### src/rtl/imem_load_arbiter.sv
// Shares the single-ported instruction bank between CPU fetches and a streaming program loader.
// While a load runs the CPU is stalled and fetches are held off until the one-cycle DONE state ends.
module imem_load_arbiter #(
    parameter int DEPTH  = 256,
    parameter int DATA_W = 32
) (
    input  logic              clk,
    input  logic              reset,
    input  logic              fetch_req,
    input  logic [31:0]       fetch_addr,
    output logic [DATA_W-1:0] fetch_data,
    output logic              fetch_valid,
    output logic              stall,
    input  logic              load_start,
    input  logic [7:0]        load_base,
    input  logic [8:0]        load_len,
    input  logic              ld_valid,
    input  logic [DATA_W-1:0] ld_data,
    output logic              ld_ready,
    output logic              load_busy,
    output logic              load_done,
    output logic              load_err,
    output logic              mem_memread,
    output logic              mem_memwrite,
    output logic [31:0]       mem_address,
    output logic [DATA_W-1:0] mem_writedata,
    input  logic [DATA_W-1:0] mem_readdata
);
    localparam int AW = $clog2(DEPTH);

    typedef enum logic [1:0] {IDLE, LOAD, DONE} state_t;

    state_t            state_q, state_d;
    logic [AW:0]       cnt_q, cnt_d;
    logic [AW-1:0]     base_q, base_d;
    logic [AW:0]       len_q, len_d;
    logic [DATA_W-1:0] fetch_data_q;
    logic              fetch_valid_q, fetch_valid_d;
    logic              load_err_q, load_err_d;

    logic              fetch_go;
    logic              write_go;
    logic              last_word;
    logic              start_bad;
    logic [AW-1:0]     waddr;

    // Range check is done one bit wider than the length so base+len never wraps.
    assign start_bad = (load_len == '0) ||
                       (({2'b00, load_base} + {1'b0, load_len}) > (AW+2)'(DEPTH));
    assign fetch_go  = (state_q == IDLE) && fetch_req && !reset;
    assign write_go  = (state_q == LOAD) && ld_valid && !reset;
    assign last_word = write_go && (cnt_q == len_q - 1'b1);
    assign waddr     = base_q + cnt_q[AW-1:0];

    always_ff @(posedge clk) begin
        if (reset) begin
            state_q       <= IDLE;
            cnt_q         <= '0;
            base_q        <= '0;
            len_q         <= '0;
            fetch_data_q  <= '0;
            fetch_valid_q <= 1'b0;
            load_err_q    <= 1'b0;
        end else begin
            state_q       <= state_d;
            cnt_q         <= cnt_d;
            base_q        <= base_d;
            len_q         <= len_d;
            fetch_valid_q <= fetch_valid_d;
            load_err_q    <= load_err_d;
            if (fetch_go) begin
                fetch_data_q <= mem_readdata;
            end
        end
    end

    always_comb begin
        state_d       = state_q;
        cnt_d         = cnt_q;
        base_d        = base_q;
        len_d         = len_q;
        load_err_d    = 1'b0;
        fetch_valid_d = fetch_go;
        case (state_q)
            IDLE: begin
                if (load_start) begin
                    if (start_bad) begin
                        load_err_d = 1'b1;
                    end else begin
                        base_d  = load_base;
                        len_d   = load_len;
                        cnt_d   = '0;
                        state_d = LOAD;
                    end
                end
            end
            LOAD: begin
                if (write_go) begin
                    cnt_d = cnt_q + 1'b1;
                end
                if (last_word) begin
                    state_d = DONE;
                end
            end
            DONE:    state_d = IDLE;
            default: state_d = IDLE;
        endcase
    end

    // Fetch and write are mutually exclusive by state, so the bank port never sees both.
    always_comb begin
        stall         = (state_q != IDLE);
        load_busy     = (state_q != IDLE);
        ld_ready      = (state_q == LOAD);
        load_done     = (state_q == DONE);
        fetch_data    = fetch_data_q;
        fetch_valid   = fetch_valid_q;
        load_err      = load_err_q;
        mem_memread   = fetch_go;
        mem_memwrite  = write_go;
        mem_address   = '0;
        mem_writedata = '0;
        if (fetch_go) begin
            mem_address = fetch_addr;
        end else if (write_go) begin
            mem_address   = {{(32-AW-2){1'b0}}, waddr, 2'b00};
            mem_writedata = ld_data;
        end
    end
endmodule

### config.mk
export PLATFORM = sky130hd
export DESIGN_NAME = imem_load_arbiter
export DESIGN_NICKNAME = d
export VERILOG_FILES = /design/src/rtl/imem_load_arbiter.sv
export SDC_FILE = /design/constraint.sdc
export NUM_CORES = 1
export LEC_CHECK = 0
export CAP_MARGIN = 0
export CORE_MARGIN = 2
export CORE_UTILIZATION = 39
export DETAILED_ROUTE_END_ITERATION = 7
export PLACE_DENSITY_LB_ADDON = 0.05
export SYNTH_ARGS = -nofsm -noshare
export SYNTH_HDL_FRONTEND = slang
export SYNTH_SLANG_ARGS = --single-unit
export TNS_END_PERCENT = 100
### constraint.sdc
create_clock -name clk -period 4 [get_ports clk]
set_input_delay 0.8 -clock clk [delete_from_list [all_inputs] [get_ports clk]]
set_output_delay 0.8 -clock clk [all_outputs]
set_load 0.005 [all_outputs]
==> qor.yml <==
final_layout:
  regArea_um2: 1240
  multi_input_area_um2: 2410
  fin_nets: 821
  antennaDiodeCount: 0
  area_growth_pct: 65.0
  fillers: 866
  drive_gt1_share_pct: 4.50
detailed_routing:
  routed_wl_mm: 12.4
  vias_per_cell: 4.82
  drt_iter0_markers: 168
  vias: 3961
  final_antenna_net_count: 0
  wl_per_cell_um: 15.0
  drc: 0
  drtPass1Iterations: 4
global_routing:
  grt_overflow_total: 0
  grt_pass1_wl_mm: 18.4
  antenna_found_initial: 0
  grt_start_max_net_pins: 75
  grt_use_total_pct: 22.2
  grt_pass1_vias: 3641
synth:
  post-synth-top-count-cell: "nand2_1"
  synth_seq_cells: 62
  synth_flop_cell: "dfxtp_1"
  syn_nets: 611
  synth_top_area_share_pct: 32.5
  syn_area_um2: 3820
  synth_common_cells: "nand2_1, dfxtp_1, and2_1"
  yosysSeqAreaShare_pct: 32.5
  synth_cells: 474
  synth_cell_types: 47
  yosys.area.top_type: "dfxtp_1"
  yosys_warnings: 0
  syn-mean-instance-area_um2: 8.06
  async_reset_ff_share_pct: 0
  synth_area_leaders: "dfxtp_1, and2_1, nand2_1, nand2b_1, ha_1"
  synth_edf_count: 0
worst_setup_path:
  crit_type: "reg -> out"
  r2r-start: "len_q[2]"
  cp.required_ns: 3.20
  end_kind: "output pin"
  reg2reg_depth: 7
  worst_path_largest_cell_delay_ns: 0.50
  crit_fanout: 6
  path_cells: "ha_1, a21o_1, a21oi_1, nor2b_1, o21a_1, o41ai_1, xnor2_1, a22o_1, clkdlybuf4s50_1"
  startpoint_type: "register"
  r2r-end: "state_q[0]"
  critPathSlowestCell: "clkdlybuf4s50_1"
  r2r_slack_ns: 2.05
  worstPathArrival_ns: 2.94
timing:
  hold_viol: 0
  fin_crit_sh_pct: 93.4
  maxSlewViolCount: 0
  tns_ns: 0
  clock.fmax_mhz: 268
  worst_pin_slew_ns: 1.14
  setup-violations-final: 0
  fin_ws_ns: 0.264
  maxSlewHeadroom_pct: 24.3
  post-route-min-period_ns: 3.74
  skew_ns: 0.0139
  rsz0062_at_grt: "no"
cts:
  cts_made_buffers: 9
  cts-root-buf: "clkbuf_8"
  clockBufferDepth: 2
  htree_levels: 3
  hold_buffers: 0
  cts_tree: "built"
  cts.sinks: 62
  path_clk_slew_ns: 0.08
  clock_latency_ns: 0.33
  cts_resized: 0
  postCtsSetupRepairBufs: 0
power:
  leakage_nw: 2.44
  p_per_area_nw_per_um2: 266
  fin_total_pwr_mw: 1.67
  peakVddDrop_mv: 0.219
placement:
  io_buffers: 221
  place_ws_ns: 0.185
  gp_congestion: 0.835
  dp_hpwl_mm: 9.77
die:
  initial_utilization_pct: 39.6
  fp.dieH_um: 103
  rows: 36
  die_w_um: 103
  core_um2: 9640
  io_pins: 222
  die_area_um2: 10600
status:
  outcome: "finished clean"
hold_path:
  min_path_cells: 2
  hold_path.class: "reg -> reg"
  whs_endpoint: "fetch_data[19]"
  hold_start: "fetch_data[19]"
job:
  max_cap_violations: 0
==> routing by layer <==
| metal | GRT usage [%] | up-vias | routed length [um] | part of all wire, % |
|---|---|---|---|---|
| li1 | - | 2000 | - | - |
| met4 | 6.17 | 0 | 191 | 1.5 |
| met2 | 41.0 | 133 | 6380 | 52 |
| met1 | 24.9 | 1814 | 4870 | 39 |
| met5 | 0 | - | 0 | 0 |
| met3 | 6.17 | 14 | 911 | 7.4 |
==> cells in the final DEF (no fill, tap or decap), types with 2 or more instances in the layout <==
master             n
nor3_1            14
a31oi_1            2
nand4_1            2
nand3b_1           2
mux2i_1           17
nand3_1           13
clkbuf_8          10
nor2_2             2
nand2_1           73
clkinv_2           2
buf_4              4
nor3b_1            4
and2_1            58
fa_1               2
dfxtp_1           62
o21ai_0            6
clkinvlp_4         2
a21oi_1           37
clkdlybuf4s50_1  220
buf_12             2
nor4_1             2
a22o_1             8
nand2b_1          39
xor2_1            11
and3_1             3
nor2_1            16
a21o_1             4
xnor2_1           19
ha_1              17
inv_1              8
nor2b_1            6
==> cell families after synthesis <==
logic type                 share of synthesized area, %
muxes                                              4.45
DFF                                                32.5
AOI/OAI and AO/OA                                  12.1
xor gates and xnor gates                           6.88
buffers and inverters                              4.65
adders and majority gates                          6.62
and+or+nand+nor                                    32.8
==> sequential cells by signal, indices dropped and copies added, names as in the netlist <==
| signal | flops |
|---|---|
| load_err | 1 |
| state_q | 2 |
| base_q | 8 |
| len_q | 9 |
| cnt_q | 9 |
| fetch_valid | 1 |
| fetch_data | 32 |
==> critical path: cells and delay by family (launching register included) <==
| family | cells | cell delay (ns) |
|---|---|---|
| AND/OR/NAND/NOR | 1 | 0.08 |
| AO/OA/AOI/OAI | 5 | 1.05 |
| adder cells (fa/ha/maj) | 1 | 0.29 |
| buffers and inverters | 1 | 0.50 |
| XOR/XNOR | 1 | 0.20 |
| flip-flops | 1 | 0.49 |
==> worst max-delay path by stage <==
stage	start	to	slack, ns	cells past startpoint
floorplan	load_base[0]	base_q[0]	0.99	12
global placement	load_len[0]	len_q[4]	0.38	12
detailed placement	load_len[0]	len_q[1]	0.19	12
CTS	cnt_q[1]	mem_address[9]	0.24	9
global route	cnt_q[1]	mem_address[9]	0.1	9
finish	cnt_q[1]	mem_address[9]	0.26	9
==> stage by stage <==
step	utilization (%)	cell area, um^2	std cells	hold WS [ns]
2_1_floorplan	-	3820	474	0.452
3_3_place_gp	63.6	6130	806	0.441
3_5_place_dp	63.6	6130	806	0.445
4_1_cts	65.4	6300	822	0.456
5_1_grt	65.4	6300	822	0.473
6_report	65.4	6300	822	0.453
==> layout make-up <==
type / instances / area share (%)
multi-input combinational: 376 / 38.3
timing repair buffer: 227 / 36.1
sequential: 62 / 19.7
tap: 133 / 2.64
clock buffer: 11 / 2.24
clock inverter: 5 / 0.536
inverter: 8 / 0.476
==> report_power, final <==
part	switching (mW)	internal, mW
Combinational	0.202	0.301
Sequential	0.0256	0.656
Clock	0.247	0.242
Total	0.475	1.20
Power figures use the tool's default switching activity.
